`src/rtl/pong_pkg.sv`:
```
// Shared constants and serve-FSM state encoding for the pong game logic.
package pong_pkg;

  localparam int SCREEN_H_DEF = 768;
  localparam int PADDLE_H_DEF = 96;
  localparam int STATE_W      = 2;

  typedef enum logic [STATE_W-1:0] {
    S_WAIT_REL = 2'd0,
    S_ARMED    = 2'd1,
    S_DEBOUNCE = 2'd2
  } serve_state_t;

endpackage

```
`src/rtl/paddle_serve_fsm.sv`:
```
// Frame-based debounce of the serve button; emits a single-cycle serve_pulse.
module paddle_serve_fsm
  import pong_pkg::*;
#(
  parameter int DEBOUNCE_FRAMES = 3
) (
  input  logic clk,
  input  logic rst,
  input  logic frame_tick,
  input  logic button,
  input  logic serve_enable,
  output logic serve_pulse
);

  localparam logic [3:0] LAST_CNT = 4'(DEBOUNCE_FRAMES);

  serve_state_t state;
  logic [3:0]   cnt;

  // NOTE: sequential state uses non-blocking (<=) so every register samples pre-edge values.
  always_ff @(posedge clk) begin
    if (rst) begin
      state       <= S_WAIT_REL;
      cnt         <= '0;
      serve_pulse <= 1'b0;
    end else begin
      serve_pulse <= 1'b0;
      case (state)
        S_WAIT_REL: begin
          if (frame_tick && !button) state <= S_ARMED;
        end
        S_ARMED: begin
          if (frame_tick && button && serve_enable) begin
            if (DEBOUNCE_FRAMES == 1) begin
              serve_pulse <= 1'b1;
              state       <= S_WAIT_REL;
            end else begin
              state <= S_DEBOUNCE;
              cnt   <= 4'd1;
            end
          end
        end
        S_DEBOUNCE: begin
          // Losing serve_enable aborts on any cycle, not only on a tick.
          if (!serve_enable) begin
            state <= S_ARMED;
            cnt   <= '0;
          end else if (frame_tick) begin
            if (!button) begin
              state <= S_ARMED;
              cnt   <= '0;
            end else if (cnt + 4'd1 == LAST_CNT) begin
              serve_pulse <= 1'b1;
              state       <= S_WAIT_REL;
              cnt         <= '0;
            end else begin
              cnt <= cnt + 4'd1;
            end
          end
        end
        default: begin
          state <= S_WAIT_REL;
          cnt   <= '0;
        end
      endcase
    end
  end

endmodule

```
`src/rtl/paddle_ctrl.sv`:
```
// Player paddle: clamps mouse y to the playfield and moves once per frame.
// PADDLE_SLEW_EN defined: move limited to +/-MAX_STEP; undefined: jump to target.
module paddle_ctrl
  import pong_pkg::*;
#(
  parameter int SCREEN_H        = SCREEN_H_DEF,
  parameter int PADDLE_H        = PADDLE_H_DEF,
  parameter int MAX_STEP        = 16,
  parameter int DEBOUNCE_FRAMES = 3
) (
  input  logic        clk,
  input  logic        rst,
  input  logic        frame_tick,
  input  logic [11:0] ypos_in,
  input  logic        mouse_left_in,
  input  logic        serve_enable,
  output logic [11:0] paddle_y,
  output logic [7:0]  paddle_vel,
  output logic        serve_pulse
);

  localparam int               Y_MAX   = SCREEN_H - PADDLE_H;
  localparam logic [11:0]      Y_RST   = 12'(Y_MAX / 2);
  localparam logic signed [12:0] Y_MAX_S = 13'(Y_MAX);
  localparam logic signed [12:0] HALF_S  = 13'(PADDLE_H / 2);

  logic signed [12:0] target_raw;
  logic [11:0]        target;
  logic signed [12:0] delta;
  logic [11:0]        next_y;
  logic [7:0]         next_vel;

`ifdef PADDLE_SLEW_EN
  localparam logic signed [12:0] STEP_S = 13'(MAX_STEP);
  logic signed [12:0] step;
`endif

  // 13-bit signed so that ypos_in up to 4095 and below PADDLE_H/2 both clamp correctly.
  assign target_raw = signed'({1'b0, ypos_in}) - HALF_S;
  assign delta      = signed'({1'b0, target}) - signed'({1'b0, paddle_y});

  // NOTE: every always_comb output gets a default first, so no latch can be inferred.
  always_comb begin
    target   = target_raw[11:0];
    next_y   = paddle_y;
    next_vel = '0;
    if (target_raw < 0)             target = '0;
    else if (target_raw > Y_MAX_S)  target = Y_MAX_S[11:0];
`ifdef PADDLE_SLEW_EN
    step = delta;
    if (delta > STEP_S)        step = STEP_S;
    else if (delta < -STEP_S)  step = -STEP_S;
    next_y   = paddle_y + step[11:0];
    next_vel = step[7:0];
`else
    next_y   = target;
    next_vel = delta[7:0];
    if (delta > 13'sd127)       next_vel = 8'sd127;
    else if (delta < -13'sd127) next_vel = -8'sd127;
`endif
  end

  always_ff @(posedge clk) begin
    if (rst) begin
      paddle_y   <= Y_RST;
      paddle_vel <= '0;
    end else if (frame_tick) begin
      paddle_y   <= next_y;
      paddle_vel <= next_vel;
    end
  end

  paddle_serve_fsm #(
    .DEBOUNCE_FRAMES(DEBOUNCE_FRAMES)
  ) u_serve (
    .clk          (clk),
    .rst          (rst),
    .frame_tick   (frame_tick),
    .button       (mouse_left_in),
    .serve_enable (serve_enable),
    .serve_pulse  (serve_pulse)
  );

endmodule

```
`config.mk`:
```
export PLATFORM = sky130hd
export DESIGN_NAME = paddle_ctrl
export DESIGN_NICKNAME = d
export VERILOG_FILES = /design/src/rtl/pong_pkg.sv /design/src/rtl/paddle_serve_fsm.sv /design/src/rtl/paddle_ctrl.sv
export SDC_FILE = /design/constraint.sdc
export NUM_CORES = 1
export LEC_CHECK = 0
export BUFFER_PORTS_ARGS = -buffer_cell sky130_fd_sc_hd__buf_2
export CORE_ASPECT_RATIO = 2
export CORE_UTILIZATION = 42
export DETAILED_ROUTE_END_ITERATION = 7
export PLACE_DENSITY_LB_ADDON = 0.25
export SYNTH_ARGS = -nofsm -noshare
export SYNTH_HDL_FRONTEND = slang
export SYNTH_SLANG_ARGS = --single-unit
```
`constraint.sdc`:
```
create_clock -name clk -period 6.15 [get_ports clk]
set_input_delay 1.845 -clock clk [delete_from_list [all_inputs] [get_ports clk]]
set_output_delay 1.845 -clock clk [all_outputs]
set_load 0.02 [all_outputs]
```
### Word level (Yosys, flattened, before mapping)

Cells that the tools add are included.
Widths: inputs -> output; s select.

| cells by class | value |
|---|---|
| mux-type cells | 18 |
| reduce and logical (&&, ||, !) cells | 8 |
| $add $sub $neg | 3 |
| bitwise gates (word level) | 5 |
| div/mod/pow operators | 0 |
| multipliers | 0 |
| equal/unequal tests | 7 |
| magnitude comparators | 4 |
| shift-type cells | 0 |

Operator list:

| cell | count |
|---|---|
| $mux 12 | 2 |
| $mux 4 | 5 |
| $mux 8 | 2 |
| $gt 13x11->1 const B | 1 |
| $gt 13x8->1 const B | 1 |
| $lt 13x1->1 const B | 1 |
| $lt 13x8->1 const B | 1 |
| $sub 12x12->13 | 1 |
| $sub 12x6->13 const B | 1 |
| $mux 2 | 6 |
| $pmux 4 s3 | 1 |
| $pmux 2 s3 | 1 |
| $not 1->1 | 5 |
| $reduce_or 5->1 | 1 |
| $add 4x1->4 const B | 1 |
| $eq 4x2->1 const B | 1 |
| $ne 2x1->1 const B | 2 |
| $ne 4x3->1 const B | 1 |
| $reduce_and 4->1 | 1 |
| $logic_and 1x1->1 | 3 |
| $ne 3x3->1 const B | 1 |
| $reduce_and 3->1 | 1 |
| $eq 2x1->1 const B | 1 |
| $eq 2x2->1 const B | 1 |
| 3 further kinds | 3 |

| word-level totals | value |
|---|---|
| memory bits (writable) | 0 |
| memories kept | 0 |
| register bits after elaboration | 27 |
| bits of input ports | 17 |
| ROM bits | 0 |
| word-level logic and storage cells | 50 |
| latch bits | 0 |

### Depth between registers and ports, before layout

Gate-level depths: netlist of run 1.

| depth | value |
|---|---|
| depth in word-level cells | 8 |
| gate-level depth with buffers | 18 |
| gate-level depth less buffers | 17 |

### Hierarchy

Synthesis of run 1 repeated with hierarchy kept, for this count alone.

| second synthesis, totals | value |
|---|---|
| cell total of the unflattened synthesis | 273 |
| area total of the unflattened synthesis | 2,215.9 µm² |

Modules (own cells, without submodules):

| module | cells each | seq. area each (µm²) | instances | area each (µm²) |
|---|---|---|---|---|
| paddle_ctrl | 206 | 400.4 | 1 | 1,659.1 |
| paddle_serve_fsm | 67 | 140.1 | 1 | 556.8 |

### Least setup slack after synthesis of run 1

No wires, ideal clock.

| timing path | value |
|---|---|
| kind | input-to-reg |
| start point | in ypos_in[4] |
| end point | reg paddle_vel[0] |
| cell stages on the path | 17 |
| library setup time | 0.144 ns |
| data required time | 6.006 ns |
| data arrival time | 5.414 ns |
| path slack | 0.592 ns |
| buffers on the path | 1 |
| cell sequence | ha_1 > or3_1 > a21oi_1 > o22ai_1 > a211oi_1 > o22ai_1 > buf_2 > nand2_1 > ha_1 > inv_1 > fa_1 > a21o_1 > a311o_1 > a221oi_2 > xnor2_1 > o41ai_4 > a311oi_1 |

| between the ends | value |
|---|---|
| longest elaborated chain between the ends | 8 |
| elaborated cells on any way between the ends | 10 |

Ends and longest elaborated chain:

| element | RTL line | RTL |
|---|---|---|
| from (decl) | paddle_ctrl.sv:14 | `input logic [11:0] ypos_in,` |
| $sub 12x6->13 (*) | paddle_ctrl.sv:39 | `assign target_raw = signed'({1'b0, ypos_in}) - HALF_S;` |
| $gt 13x11->1 | paddle_ctrl.sv:48 | `else if (target_raw > Y_MAX_S) target = Y_MAX_S[11:0];` |
| $mux 12 | paddle_ctrl.sv:48 |  |
| $mux 12 (*) | paddle_ctrl.sv:47 | `if (target_raw < 0) target = '0;` |
| $sub 12x12->13 (*) | paddle_ctrl.sv:40 | `assign delta = signed'({1'b0, target}) - signed'({1'b0, paddle_y});` |
| $lt 13x8->1 | paddle_ctrl.sv:59 | `else if (delta < -13'sd127) next_vel = -8'sd127;` |
| $mux 8 | paddle_ctrl.sv:59 |  |
| $mux 8 (*) | paddle_ctrl.sv:58 | `if (delta > 13'sd127) next_vel = 8'sd127;` |
| to (signal assigned) | paddle_ctrl.sv:69 | `paddle_vel <= next_vel;` |
| to (decl) | paddle_ctrl.sv:18 | `output logic [7:0] paddle_vel,` |

Mark *: on every way between the ends. The rest lies on a longest branch, timed or not.
A chain may end at the register's enable or synchronous reset.

### Final worst setup path of run 1

| timing path | value |
|---|---|
| start point | in ypos_in[4] |
| end point | reg paddle_vel[3] |

The elaborated chain is that of the path after synthesis.

==> metrics, run 1 <==
initial antenna violation count=0; htree depth=1; initial core utilization=44.4%; Final Max Slew Viols=0; Power Total=557 uW; CTS Root Buffer Type=clkbuf_8; Worst-Skew Late Latency=0.28 ns; cell with the most instances after synthesis=nand2_1; max cap viols=0; Post-Synthesis Cell Area=2200 um^2; setup violators final=0; FP Rows=36; Tot GR Track Use=22.1%; Layout Utilization=52.3%; CP max FO=9; IO Pins=38; unrepaired setup endpoints after global routing=false; critical-path cell list=buf_2 -> ha_1 -> or3_1 -> a21oi_1 -> o22ai_1 -> a211oi_1 -> o22ai_1 -> buf_4 -> nand2_1 -> ha_1 -> inv_1 -> fa_1 -> a21o_1 -> a311o_1 -> a221oi_2 -> o21ai_0 -> buf_4 -> a41oi_1 -> o32ai_1; number of filler cells placed in the layout=521; syn avg cell area=7.80 um^2; register area share after synthesis=24.6%; Worst Skew=0.00628 ns; Final GP Congestion=0.907; main area contributors after synthesis=dfxtp_1 (25%), ha_1 (11%), a21oi_1 (5.5%), nand2_1 (5.1%), nor2_1 (4.8%); clk sinks=27; Final HPWL DP=4390 um; Diodes inserted=0; register area=541 um^2; Post-synth EDFFs=0; Vias=2207; delay-heaviest family, CP=compound AO/OA/AOI/OAI gates; Final #Nets=373; vias in the first global route=2216; final worst-path cycle share=94.5%; worst path bufs/invs=4; DRT antenna net count=0; DR DRC count=0; CP required=6.30 ns; Synth top area share=24.6%; CP max stage cell=a41oi_1; Num CTS Buffers=3; most frequent cells after synthesis=nand2_1 (30), nor2_1 (28), dfxtp_1 (27), a21oi_1 (24), inv_1 (23); Post-DP Area=2540 um^2; final setup TNS=0 ns; cts repair resizes=0; Die H=104 um; Die Span X=53.2 um; hold crit path type=reg2reg; area of the core=4950 um^2; asr flop ratio synth=0%; cts hold-fix bufs=0; pin slew with the least headroom to its limit=0.614 ns; multi-input logic area=1510 um^2; Buffers on Ports=37; synthesized flop and latch total=27; Final Hold Fails=0; routed wire length=5470 um; synth unique cells=53; Post-CTS Setup Bufs=0; clock-pin slew on the worst setup and hold paths=0.10 ns; remaining global-route overflow=0; final instance area=2590 um^2; WP data arrival=5.96 ns; Yosys warning total=0; Critical Path Max Stage Delay=0.42 ns; Period minus WS final=5.81 ns; ys flop type=dfxtp_1; cell accounting for the most synthesized area=dfxtp_1; drt pass-1 iters=4; layout cells sized above 1=21.3%; relative slew slack=58.9%; Area Overhead vs Synth=17.9%; DR vias/cell=5.64; PwrDens=215 nW/um^2; status=finished, final reports clean; deepest clock path buffer count=2; initial DRC count=29; routed length per instance=14.0 um; Mapped Cells=282; die area=5540 um^2; Max Clk Rate=0.172 GHz; Startpoint Class=input port; worst vdd ir=0.164 mV; CTS tree=built; largest net degree at the start of global routing=33; category of the most critical setup path=in2reg; leakage dissipation=0.00113 uW; global-route wire length before repair=9400 um; Setup crit end kind=flip-flop
==> worst reg2reg max path: stages, from the launching register on <==
cell      delay [ns]
dfxtp_1         0.39
ha_1            0.18
inv_1           0.05
fa_1            0.39
a21o_1          0.21
a311o_1         0.37
a221oi_2        0.28
o21ai_0         0.16
buf_4           0.16
a41oi_1         0.42
o32ai_1         0.17
==> area by class of cell <==
cell class | count | area share (%)
Multi-Input combinational cell | 223 | 58.3
Sequential cell | 27 | 20.8
Tap cell | 57 | 2.75
Clock inverter | 1 | 0.290
Clock buffer | 3 | 1.59
Inverter | 23 | 3.33
Timing Repair Buffer | 57 | 12.9
==> report_power, final <==
part           switching (uW)  internal [uW]  total [uW]  leakage, uW
Combinational             144           99.7         243     0.000887
Clock                    62.6           46.2         109    0.0000217
Sequential               12.8            192         205     0.000222
==> routing by layer <==
| layer | GRT usage, % | part of all wire [%] | vias to the layer above |
|---|---|---|---|
| met2 | 42.7 | 55 | 57 |
| li1 | - | - | 1125 |
| met5 | 0 | 0 | - |
| met4 | 11.1 | 4.6 | 0 |
| met3 | 1.75 | 2.6 | 22 |
| met1 | 21.3 | 38 | 1003 |
==> registers in the layout (all words and copies together) (netlist names) <==
name / cells
paddle_y: 12
paddle_vel: 8
u_serve.state: 2
u_serve.serve_pulse: 1
u_serve.cnt: 4
==> path summary, 6_finish.rpt <==
kind / from / endpoint / slack [ns] / cells after the start
worst max register to register: paddle_y[0] / paddle_vel[3] / 3.23 / 10
worst min register to register: paddle_y[11] / paddle_y[11] / 0.48 / 2
worst max-delay path: ypos_in[4] / paddle_vel[3] / 0.34 / 19
worst min-delay path: paddle_y[11] / paddle_y[11] / 0.48 / 2
==> cell families (layout without fill, tap and decap cells) <==
| kind of cell | after synthesis | count (layout) | share of synthesized area [%] |
|---|---|---|---|
| buffers and inverters | 33 | 84 | 6.89 |
| adders and majority gates | 21 | 21 | 12.3 |
| DFF | 27 | 27 | 24.6 |
| muxes | 2 | 2 | 0.911 |
| and+or+nand+nor | 110 | 110 | 24.9 |
| xor gates and xnor gates | 12 | 12 | 4.78 |
| AOI/OAI and AO/OA | 76 | 76 | 25.5 |
| other | 1 | 2 | 0.171 |
==> cell usage in the layout, fill, tap and decap left out, drive strengths merged, types with 3 or more instances in the layout <==
cell	n
or2	3
and2	4
o32ai	7
nand2	30
o22ai	3
o211ai	3
a211oi	3
nand2b	3
ha	20
nor3	15
a31oi	3
nand4	3
a211o	3
dfxtp	27
clkbuf	3
nor2	28
and3	4
or3	5
a21oi	24
nor4	3
buf	57
a21o	5
o21ai	9
nand3	6
xor2	3
xnor2	9
inv	23
==> through the flow <==
step                      hold WS (ns)  instances  setup WS, ns
after detailed placement         0.456        387        0.0374
after floorplan                  0.465        283         0.592
after global placement           0.454        387         0.189
after global routing             0.510        391        0.0432
after CTS                        0.477        391         0.333
final                            0.476        391         0.340
No activity file was read; power rests on OpenSTA's default activity.
==> run 2, diff against run 1 <==
Settings changed: PLACE_DENSITY_LB_ADDON 0.25 to 0.15, REMOVE_ABC_BUFFERS set to 1.
==> run 2 against run 1 <==
Compared with the run above:
- cell count shrank 1.8%
- sequential share of layout area rose by 0.43 points
- non-clock buffer count decreased by 7
- wire length increased by 0.95%
- sequential power hardly changed
- fmax up 2.5%
- combinational power down 3%
- largest power group unchanged
==> metrics, run 2 (synthesis results as in run 1) <==
Tot GR Track Use=21.6%; Period minus WS final=5.67 ns; leakage dissipation=0.00110 uW; most frequent cells in the layout=buf_2 (37), nand2_1 (30), nor2_1 (28), dfxtp_1 (27), a21oi_1 (24); layout cells sized above 1=19.6%; Area Overhead vs Synth=15.5%; deepest clock path buffer count=2; category of the most critical setup path=in2reg; CP max FO=9; htree depth=1; dpl ws=0.159 ns; DRT antenna net count=0; PwrDens=215 nW/um^2; Final Max Slew Viols=0; most common cell after layout, fill and taps aside=buf_2; unrepaired setup endpoints after global routing=false; routed length per instance=14.4 um; initial DRC count=22; pin slew with the least headroom to its limit=0.641 ns; clk sinks=27; Top reg by flops=paddle_y; setup violators final=0; Top Registers=paddle_y (12), paddle_vel (8), u_serve.cnt (4); Max Clk Rate=0.176 GHz; Setup crit end kind=flip-flop; cts hold-fix bufs=0; relative slew slack=57.2%; Worst-Skew Late Latency=0.28 ns; Layout Utilization=51.3%; Final Hold Fails=0; global-route wire length before repair=9170 um; Die H=104 um; Diodes inserted=0; FP Rows=36; CP required=6.30 ns; CTS Root Buffer Type=clkbuf_8; Final GP Congestion=0.796; Inst Count DP=380; max cap viols=0; Comb power frac=43.2%; Final #Nets=366; WP data arrival=5.82 ns; Buffers on Ports=37; Switch Pwr=214 uW; DR DRC count=0; Worst Skew=0.00486 ns; status=finished, final reports clean; DR vias/cell=5.71; final worst-path cycle share=92.2%; max reg flops=12; area of the core=4950 um^2; die area=5540 um^2; Vias=2193; Final HPWL DP=4480 um; Die Span X=53.2 um; Post-CTS Setup Bufs=0; part of the power in registers=37.5%; CTS tree=built; Sw Share=39.1%; fin worst setup slack=0.480 ns; final setup TNS=0 ns; remaining global-route overflow=0; cts repair resizes=0; clock-pin slew on the worst setup and hold paths=0.10 ns; vias in the first global route=2184; drt pass-1 iters=4; initial antenna violation count=0; IO Pins=38; hold crit path type=reg2reg; fin cells=384; internal power component=333 uW; Num CTS Buffers=3; worst vdd ir=0.139 mV; Startpoint Class=input port; initial core utilization=44.4%; clock share of power=19.4%; largest net degree at the start of global routing=33; routed wire length=5530 um
==> run 2: path summary, 6_finish.rpt <==
kind | slack, ns | from | depth (start not counted) | endpoint
worst min-delay path | 0.47 | paddle_y[10] | 2 | paddle_y[10]
worst max register to register | 3.33 | paddle_y[0] | 11 | paddle_vel[4]
worst min register to register | 0.47 | paddle_y[10] | 2 | paddle_y[10]
worst max-delay path | 0.48 | ypos_in[4] | 19 | paddle_vel[4]
==> run 2: worst max-delay path: stages <==
cell and delay (ns):
buf_2 0.13, ha_1 0.23, or3_1 0.35, a21oi_1 0.16, o22ai_1 0.09, a211oi_1 0.25
o22ai_1 0.29, nand2_1 0.16, ha_1 0.16, inv_1 0.05, fa_1 0.39, a21o_1 0.21
a311o_1 0.38, a221oi_2 0.28, o21ai_0 0.15, or2_2 0.33, o41ai_4 0.06, buf_4 0.20
o32ai_1 0.09
==> run 2: area by class of cell <==
cell class / count / area, um^2
fillers: 516 / 2410
well taps: 57 / 71.3
clock inverters: 1 / 7.51
flip-flops and latches: 27 / 541
inverters: 23 / 86.3
repair buffers: 50 / 283
clock buffers: 3 / 41.3
multi-input cells: 223 / 1510
==> run 2: per-layer routing <==
metal	track usage, %	wire, um
met2	43.1	3230
met1	20.3	2020
met3	1.46	109
met5	0	0
met4	8.83	158
==> run 2: power groups by stage <==
| stage | logic (uW) | clock network [uW] | registers, uW |
|---|---|---|---|
| after CTS | 238 | 112 | 205 |
| after floorplan | 150 | 0 | 221 |
| after global routing | 264 | 117 | 208 |
| after detailed placement | 237 | 0 | 209 |
| after global placement | 235 | 0 | 209 |
| final | 236 | 106 | 205 |
==> run 2: per-stage QoR <==
step	hold WS, ns	power, uW	cell area [um^2]
floorplan	0.459	370	2140
global placement	0.461	444	2490
detailed placement	0.465	446	2490
CTS	0.481	555	2540
global route	0.503	588	2540
finish	0.474	547	2540
